[config.mk]
export PLATFORM = sky130hd
export DESIGN_NAME = apb_spi_master
export DESIGN_NICKNAME = d
export VERILOG_FILES = /design/src/rtl/apb_spi_master.sv
export SDC_FILE = /design/constraint.sdc
export NUM_CORES = 1
export LEC_CHECK = 0
export BUFFER_PORTS_ARGS = -buffer_cell sky130_fd_sc_hd__buf_2
export CAP_MARGIN = 25
export CORE_AREA = 10 10 107 109
export CTS_BUF_LIST = sky130_fd_sc_hd__clkbuf_16
export DETAILED_ROUTE_END_ITERATION = 8
export DIE_AREA = 0 0 117 119
export SYNTH_ARGS = -nofsm -noshare
export SYNTH_HDL_FRONTEND = slang
export SYNTH_SLANG_ARGS = --single-unit
[constraint.sdc]
create_clock -name PCLK -period 2.2 [get_ports PCLK]
set_clock_uncertainty 0.05 [all_clocks]
set_input_delay 0.44 -clock PCLK [delete_from_list [all_inputs] [get_ports PCLK]]
set_output_delay 0.44 -clock PCLK [all_outputs]
set_load 0.02 [all_outputs]
[src/rtl/apb_spi_master.sv]
// APB-programmed SPI master (mode 0, MSB first): shifts a 10-bit command frame out on MOSI
// and optionally clocks in an 8-bit read response from MISO into RXDATA.
module apb_spi_master #(
  parameter int FRAME_W = 10,
  parameter int RD_W    = 8,
  parameter int DIV_W   = 8
) (
  input  logic        PCLK,
  input  logic        PRESETn,
  input  logic        PSEL,
  input  logic        PENABLE,
  input  logic        PWRITE,
  input  logic [7:0]  PADDR,
  input  logic [7:0]  PWDATA,
  output logic [15:0] PRDATA,
  output logic        PREADY,
  output logic        PSLVERR,
  output logic        SCLK,
  output logic        SS_n,
  output logic        MOSI,
  input  logic        MISO,
  output logic        done_irq
);

  localparam int CNT_W = $clog2(FRAME_W + RD_W + 1);
  localparam logic [CNT_W-1:0] N_BASE = CNT_W'(FRAME_W);
  localparam logic [CNT_W-1:0] N_EXT  = CNT_W'(FRAME_W + RD_W);

  localparam logic [7:0] A_CTRL   = 8'h00;
  localparam logic [7:0] A_STATUS = 8'h04;
  localparam logic [7:0] A_TX_LO  = 8'h08;
  localparam logic [7:0] A_TX_HI  = 8'h0C;
  localparam logic [7:0] A_RXDATA = 8'h10;
  localparam logic [7:0] A_CLKDIV = 8'h14;

  typedef enum logic [2:0] {IDLE, LEAD, SHIFT, TRAIL, GAP} state_t;

  state_t               state;
  logic                 rd_ext;
  logic                 irq_en;
  logic                 done;
  logic [7:0]           tx_lo;
  logic [FRAME_W-9:0]   tx_hi;
  logic [DIV_W-1:0]     clkdiv;
  logic [DIV_W-1:0]     cnt;
  logic [FRAME_W-1:0]   tx_sr;
  logic [FRAME_W-1:0]   rx_sr;
  logic [FRAME_W-1:0]   rxdata;
  logic [CNT_W-1:0]     rises;
  logic [CNT_W-1:0]     n_rises;
  logic                 sclk_r;
  logic                 ss_n_r;
  logic                 mosi_r;

  logic busy;
  logic access;
  logic wr;
  logic mapped;
  logic wr_err;
  logic wr_ok;
  logic start;
  logic done_clr;
  logic phase_end;

  assign busy      = (state != IDLE);
  assign access    = PSEL & PENABLE;
  assign wr        = access & PWRITE;
  assign phase_end = (cnt == '0);
  assign n_rises   = rd_ext ? N_EXT : N_BASE;

  // Address decode and error classification; an errored write is dropped entirely.
  always_comb begin
    mapped = 1'b1;
    wr_err = 1'b0;
    case (PADDR)
      A_CTRL, A_TX_LO, A_TX_HI, A_CLKDIV: wr_err = busy;
      A_STATUS:                           wr_err = ~PWDATA[1];
      A_RXDATA:                           wr_err = 1'b1;
      default: begin
        mapped = 1'b0;
        wr_err = 1'b1;
      end
    endcase
  end

  assign PSLVERR  = access & (~mapped | (PWRITE & wr_err));
  assign wr_ok    = wr & ~wr_err;
  assign start    = wr_ok & (PADDR == A_CTRL) & PWDATA[0];
  assign done_clr = wr_ok & (PADDR == A_STATUS) & PWDATA[1];
  assign PREADY   = 1'b1;

  always_comb begin
    PRDATA = '0;
    if (PSEL && !PWRITE) begin
      case (PADDR)
        A_CTRL:   PRDATA = {13'b0, irq_en, rd_ext, 1'b0};
        A_STATUS: PRDATA = {14'b0, done, busy};
        A_TX_LO:  PRDATA = {8'b0, tx_lo};
        A_TX_HI:  PRDATA = 16'(tx_hi);
        A_RXDATA: PRDATA = 16'(rxdata);
        A_CLKDIV: PRDATA = 16'(clkdiv);
        default:  PRDATA = '0;
      endcase
    end
  end

  always_ff @(posedge PCLK or negedge PRESETn) begin
    if (!PRESETn) begin
      rd_ext <= 1'b0;
      irq_en <= 1'b0;
      tx_lo  <= '0;
      tx_hi  <= '0;
      clkdiv <= '0;
    end else if (wr_ok) begin
      case (PADDR)
        A_CTRL: begin
          rd_ext <= PWDATA[1];
          irq_en <= PWDATA[2];
        end
        A_TX_LO:  tx_lo  <= PWDATA;
        A_TX_HI:  tx_hi  <= PWDATA[FRAME_W-9:0];
        A_CLKDIV: clkdiv <= PWDATA[DIV_W-1:0];
        default: ;
      endcase
    end
  end

  // Half-period timer: every phase (LEAD, each SCLK level, TRAIL, GAP) lasts CLKDIV+1 cycles.
  always_ff @(posedge PCLK or negedge PRESETn) begin
    if (!PRESETn) begin
      cnt <= '0;
    end else if (state == IDLE) begin
      if (start) cnt <= clkdiv;
    end else if (phase_end) begin
      cnt <= clkdiv;
    end else begin
      cnt <= cnt - DIV_W'(1);
    end
  end

  always_ff @(posedge PCLK or negedge PRESETn) begin
    if (!PRESETn) begin
      state  <= IDLE;
      tx_sr  <= '0;
      rx_sr  <= '0;
      rxdata <= '0;
      rises  <= '0;
      sclk_r <= 1'b0;
      ss_n_r <= 1'b1;
      mosi_r <= 1'b0;
      done   <= 1'b0;
    end else begin
      if (done_clr) done <= 1'b0;
      case (state)
        IDLE: begin
          if (start) begin
            tx_sr  <= {tx_hi, tx_lo};
            mosi_r <= tx_hi[FRAME_W-9];
            ss_n_r <= 1'b0;
            rises  <= '0;
            done   <= 1'b0;
            state  <= LEAD;
          end
        end
        LEAD: begin
          if (phase_end) begin
            sclk_r <= 1'b1;
            rx_sr  <= {rx_sr[FRAME_W-2:0], MISO};
            rises  <= rises + CNT_W'(1);
            state  <= SHIFT;
          end
        end
        SHIFT: begin
          if (phase_end) begin
            if (sclk_r) begin
              sclk_r <= 1'b0;
              if (rises == n_rises) begin
                mosi_r <= 1'b0;
                state  <= TRAIL;
              end else begin
                // Zero fill means the read extension drives MOSI=0 with no extra logic.
                mosi_r <= tx_sr[FRAME_W-2];
                tx_sr  <= {tx_sr[FRAME_W-2:0], 1'b0};
              end
            end else begin
              sclk_r <= 1'b1;
              rx_sr  <= {rx_sr[FRAME_W-2:0], MISO};
              rises  <= rises + CNT_W'(1);
            end
          end
        end
        TRAIL: begin
          if (phase_end) begin
            ss_n_r <= 1'b1;
            state  <= GAP;
          end
        end
        GAP: begin
          if (phase_end) begin
            rxdata <= rd_ext ? {{(FRAME_W-RD_W){1'b0}}, rx_sr[RD_W-1:0]} : rx_sr;
            done   <= 1'b1;
            state  <= IDLE;
          end
        end
        default: state <= IDLE;
      endcase
    end
  end

  assign SCLK     = sclk_r;
  assign SS_n     = ss_n_r;
  assign MOSI     = mosi_r;
  assign done_irq = done & irq_en;

endmodule
==> run metrics <==
number of port buffers=36; run status=complete, but fails checks; Slew headroom=0.563; cell row count=36; slowest cell on the critical path=sky130_fd_sc_hd__or3_4; Max rail drop VDD=0.570 mV; power density over the cells=1060 mW/mm²; maximum number of buffers from clock root to sink=2; number of antenna violations at the first check in global routing=1; width of the die=117 µm; maximum number of pins on one net before global-route repair=70; clock tree root driver cell=sky130_fd_sc_hd__clkbuf_16; sinks on the clock net=69; vertical die dimension=119 µm; number of primary I/O pins=44; Syn Area/Cell=10.3 µm²; Largest delay share family, worst path=simple AND/OR/NAND/NOR gates; final cycle utilization of the critical path=1.07; instance count of the mapped netlist=365; Primary FF master, synth=sky130_fd_sc_hd__dfrtp_1; cell area reported after detailed placement=0.00447 mm²; Worst Tran Pin Value=0.648 ns; post-route antenna net violation count=0; post-synthesis to final-layout area growth=37.8%; time the worst path needs with I/O delays and setup=2.36 ns; total of flip-flops plus latches after synthesis=69; biggest area consumer among synthesized cells=sky130_fd_sc_hd__dfrtp_1; class of the tightest hold or removal check=primary input to async pin; total number of nets in the final design=490; Max-Cap Viols=0; final weighted congestion in routability-driven placement=0.876; Filler Cells Inserted=812; fraction of final layout cells with drive strength greater than 1=0.462; wire length of the first global-routing pass=16.4 mm; end of the worst register-to-register path=rx_sr[4]$_DFFE_PN0P_; TritonCTS clock tree=yes; Crit path required time=1.71 ns; LEAKAGE=2.34 nW; unrepaired setup endpoints after global routing=yes; DRC marker count from the first detailed-route iteration=226; number of remaining DRC errors=0; number of buffers and inverters on the critical path=3; TritonCTS Buffers=9; count of final max-slew check failures=0; reg-to-reg slack, setup=-0.11 ns; Die Area=0.0139 mm²; Yosys cell types=60; dominant cell type by count on the critical path=sky130_fd_sc_hd__buf_6; Overall Global Routing Usage=0.149; critical path cell sequence=buf_6, or3_4, or2_4, nor3b_4, buf_6, a22oi_1, nor2_2, buf_6; maximum fanout encountered on the critical timing path=7; leading cell types by total area after synthesis=sky130_fd_sc_hd__dfrtp_1 45%, sky130_fd_sc_hd__mux2_2 13%, sky130_fd_sc_hd__nand2_1 3.6%; total global routing overflow=0; arrival time worst endpoint=1.87 ns; number of global-route vias before repair=3165; type of the worst setup path=primary input to output port; Detailed Routing Iterations Pass 1=4; count of flip-flops with a built-in enable after synthesis=0; Core Area=0.00946 mm²; register area share after synthesis=0.459; net switching power=0.00181 W; vias per std cell=5.40; biggest cell delay along the critical path=0.41 ns; routed wire length=10.4 mm; ys async rst share=1.00; count of yosys warnings during synthesis=0; CTS H-tree depth=3; Synth top area share=0.452; Combinational Power Share=0.382; clock insertion delay at the later pin of the skew report=0.33 ns; part of the total power dissipated in sequential elements=0.316; estimated wirelength of the detail-placed design=7.29 mm; clock-pin slew on the worst setup and hold paths=0.05 ns; reg-to-reg startpoint=cnt[1]$_DFFE_PN0P_; summed area of non-filler cells in the final layout=0.00518 mm²; switching share of power=0.329; Fin. Hold Viols=0; type of destination of the critical path=output port; share of power burned in the clock network=0.302; maximum operating frequency=424 MHz; violated checks=negative setup slack; total number of vias=3150; total setup violations reported at the end of the flow=20; internal cell power=0.00368 W; effective utilization at floorplan=0.398; Setup WS pre-CTS=-0.201 ns; worst reg2reg path depth=9; summed instance area of the synthesized netlist=0.00376 mm²; critical path startpoint category=primary input; worst setup margin=-0.159 ns; drt wl/cell=17.9 µm
[state kept, by name, summed over array words and instances (netlist names), 2 cells and up]
name    flops
rx_sr      10
state       3
rises       5
tx_hi       2
tx_lo       8
cnt         8
tx_sr       9
clkdiv      8
rxdata     10
[per-layer routing]
metal / GRT usage / part of all wire / up-vias / routed length [µm]
li1: - / - / 1508 / -
met1: 0.190 / 0.45 / 1573 / 4700
met2: 0.238 / 0.50 / 59 / 5180
met3: 0.0311 / 0.042 / 10 / 435
met4: 0.0580 / 0.011 / 0 / 116
met5: 0 / 0 / - / 0
[metrics by stage]
stage,std cells,hold slack [ns],setup TNS [ns],utilization,total power (W)
detailed placement,552,0.421,-2.88,0.472,0.00358
finish,583,0.0792,-2.08,0.548,0.00549
CTS,575,0.0952,-1.29,0.526,0.00541
global placement,552,0.410,-2.90,0.472,0.00353
floorplan,370,0.0944,-0.203,-,0.00290
global route,583,0.105,-4.14,0.548,0.00583
[timing repair]
action	4_1_cts	5_1_grt
endpoints found under the setup margin	12	34
gates cloned	0	2
buffers inserted	8	6
hold buffers	0	0
pin swaps	8	12
gates resized for setup	32	36
[synth_stat cells (3+ instances only)]
library cell,instances
sky130_fd_sc_hd__dfrtp_1,68
sky130_fd_sc_hd__mux2_2,45
sky130_fd_sc_hd__nand2_1,36
sky130_fd_sc_hd__nor2_1,27
sky130_fd_sc_hd__a21oi_1,20
sky130_fd_sc_hd__a31oi_1,13
sky130_fd_sc_hd__o21ai_0,11
sky130_fd_sc_hd__inv_1,9
sky130_fd_sc_hd__clkbuf_1,8
sky130_fd_sc_hd__a22oi_1,7
sky130_fd_sc_hd__buf_2,7
sky130_fd_sc_hd__buf_4,7
sky130_fd_sc_hd__nand2b_1,7
sky130_fd_sc_hd__nand3_1,6
sky130_fd_sc_hd__nand4_1,5
sky130_fd_sc_hd__nor2b_1,5
sky130_fd_sc_hd__nor3b_1,5
sky130_fd_sc_hd__a211oi_1,4
sky130_fd_sc_hd__and3_1,4
sky130_fd_sc_hd__ha_1,4
sky130_fd_sc_hd__nor3_1,4
sky130_fd_sc_hd__o211ai_1,3
sky130_fd_sc_hd__or2_2,3
sky130_fd_sc_hd__or3_1,3
sky130_fd_sc_hd__xor2_1,3
[worst register-to-register path, cell delays in order, from the launching register on]
cell	delay [ns]
sky130_fd_sc_hd__dfrtp_1	0.39
sky130_fd_sc_hd__inv_2	0.09
sky130_fd_sc_hd__ha_4	0.13
sky130_fd_sc_hd__or3b_4	0.38
sky130_fd_sc_hd__buf_6	0.13
sky130_fd_sc_hd__buf_6	0.10
sky130_fd_sc_hd__a2111oi_4	0.25
sky130_fd_sc_hd__buf_4	0.22
sky130_fd_sc_hd__clkbuf_16	0.17
sky130_fd_sc_hd__mux2_4	0.30
[worst max path at each step]
stage              from               end  slack (ns)  cells after the start
3_5_place_dp   PADDR[7]         PRDATA[3]       -0.20                      8
4_1_cts        PADDR[7]         PRDATA[3]       -0.15                      8
3_3_place_gp   PADDR[7]         PRDATA[3]       -0.17                      8
6_report       PADDR[7]         PRDATA[3]       -0.16                      8
2_1_floorplan  PADDR[2]  MOSI$_DFFE_PN0P_       -0.02                      6
5_1_grt        PADDR[7]         PRDATA[4]       -0.23                      8
[area by class of cell]
| class | count | area, µm² | share of cell area |
|---|---|---|---|
| multi-input combinational | 268 | 2070 | 0.399 |
| clock buffer | 9 | 225 | 0.0435 |
| timing repair buffer | 107 | 865 | 0.167 |
| antenna | 1 | 2.50 | 0.000483 |
| tap | 114 | 143 | 0.0275 |
| clock inverter | 6 | 113 | 0.0217 |
| sequential | 69 | 1730 | 0.334 |
| inverter | 9 | 33.8 | 0.00652 |
[layout by cell type, fill, tap and decap left out, drive strengths merged, types with 6 or more instances in the layout]
cell      n
nand3     6
o21ai    13
a21oi    21
dfrtp    68
a22oi     7
mux2     47
clkbuf   11
buf     105
nand2    36
nand2b    7
a31oi    13
nor2     28
conb      7
inv       9
[power by group through the flow]
stage	logic (W)	registers [W]	clock network, W
after floorplan	0.00116	0.00175	0
after global placement	0.00180	0.00173	0
after detailed placement	0.00184	0.00174	0
after CTS	0.00200	0.00173	0.00168
after global routing	0.00232	0.00177	0.00174
final	0.00210	0.00173	0.00166
[cells by family after synthesis]
family / synth area share
simple gates: 0.182
compound gates: 0.143
flops: 0.459
mux: 0.146
buf+inv: 0.0442
fa+ha+maj: 0.0133
xor+xnor: 0.00932
other cells: 0.00200
(Power assumes the default switching activity.)
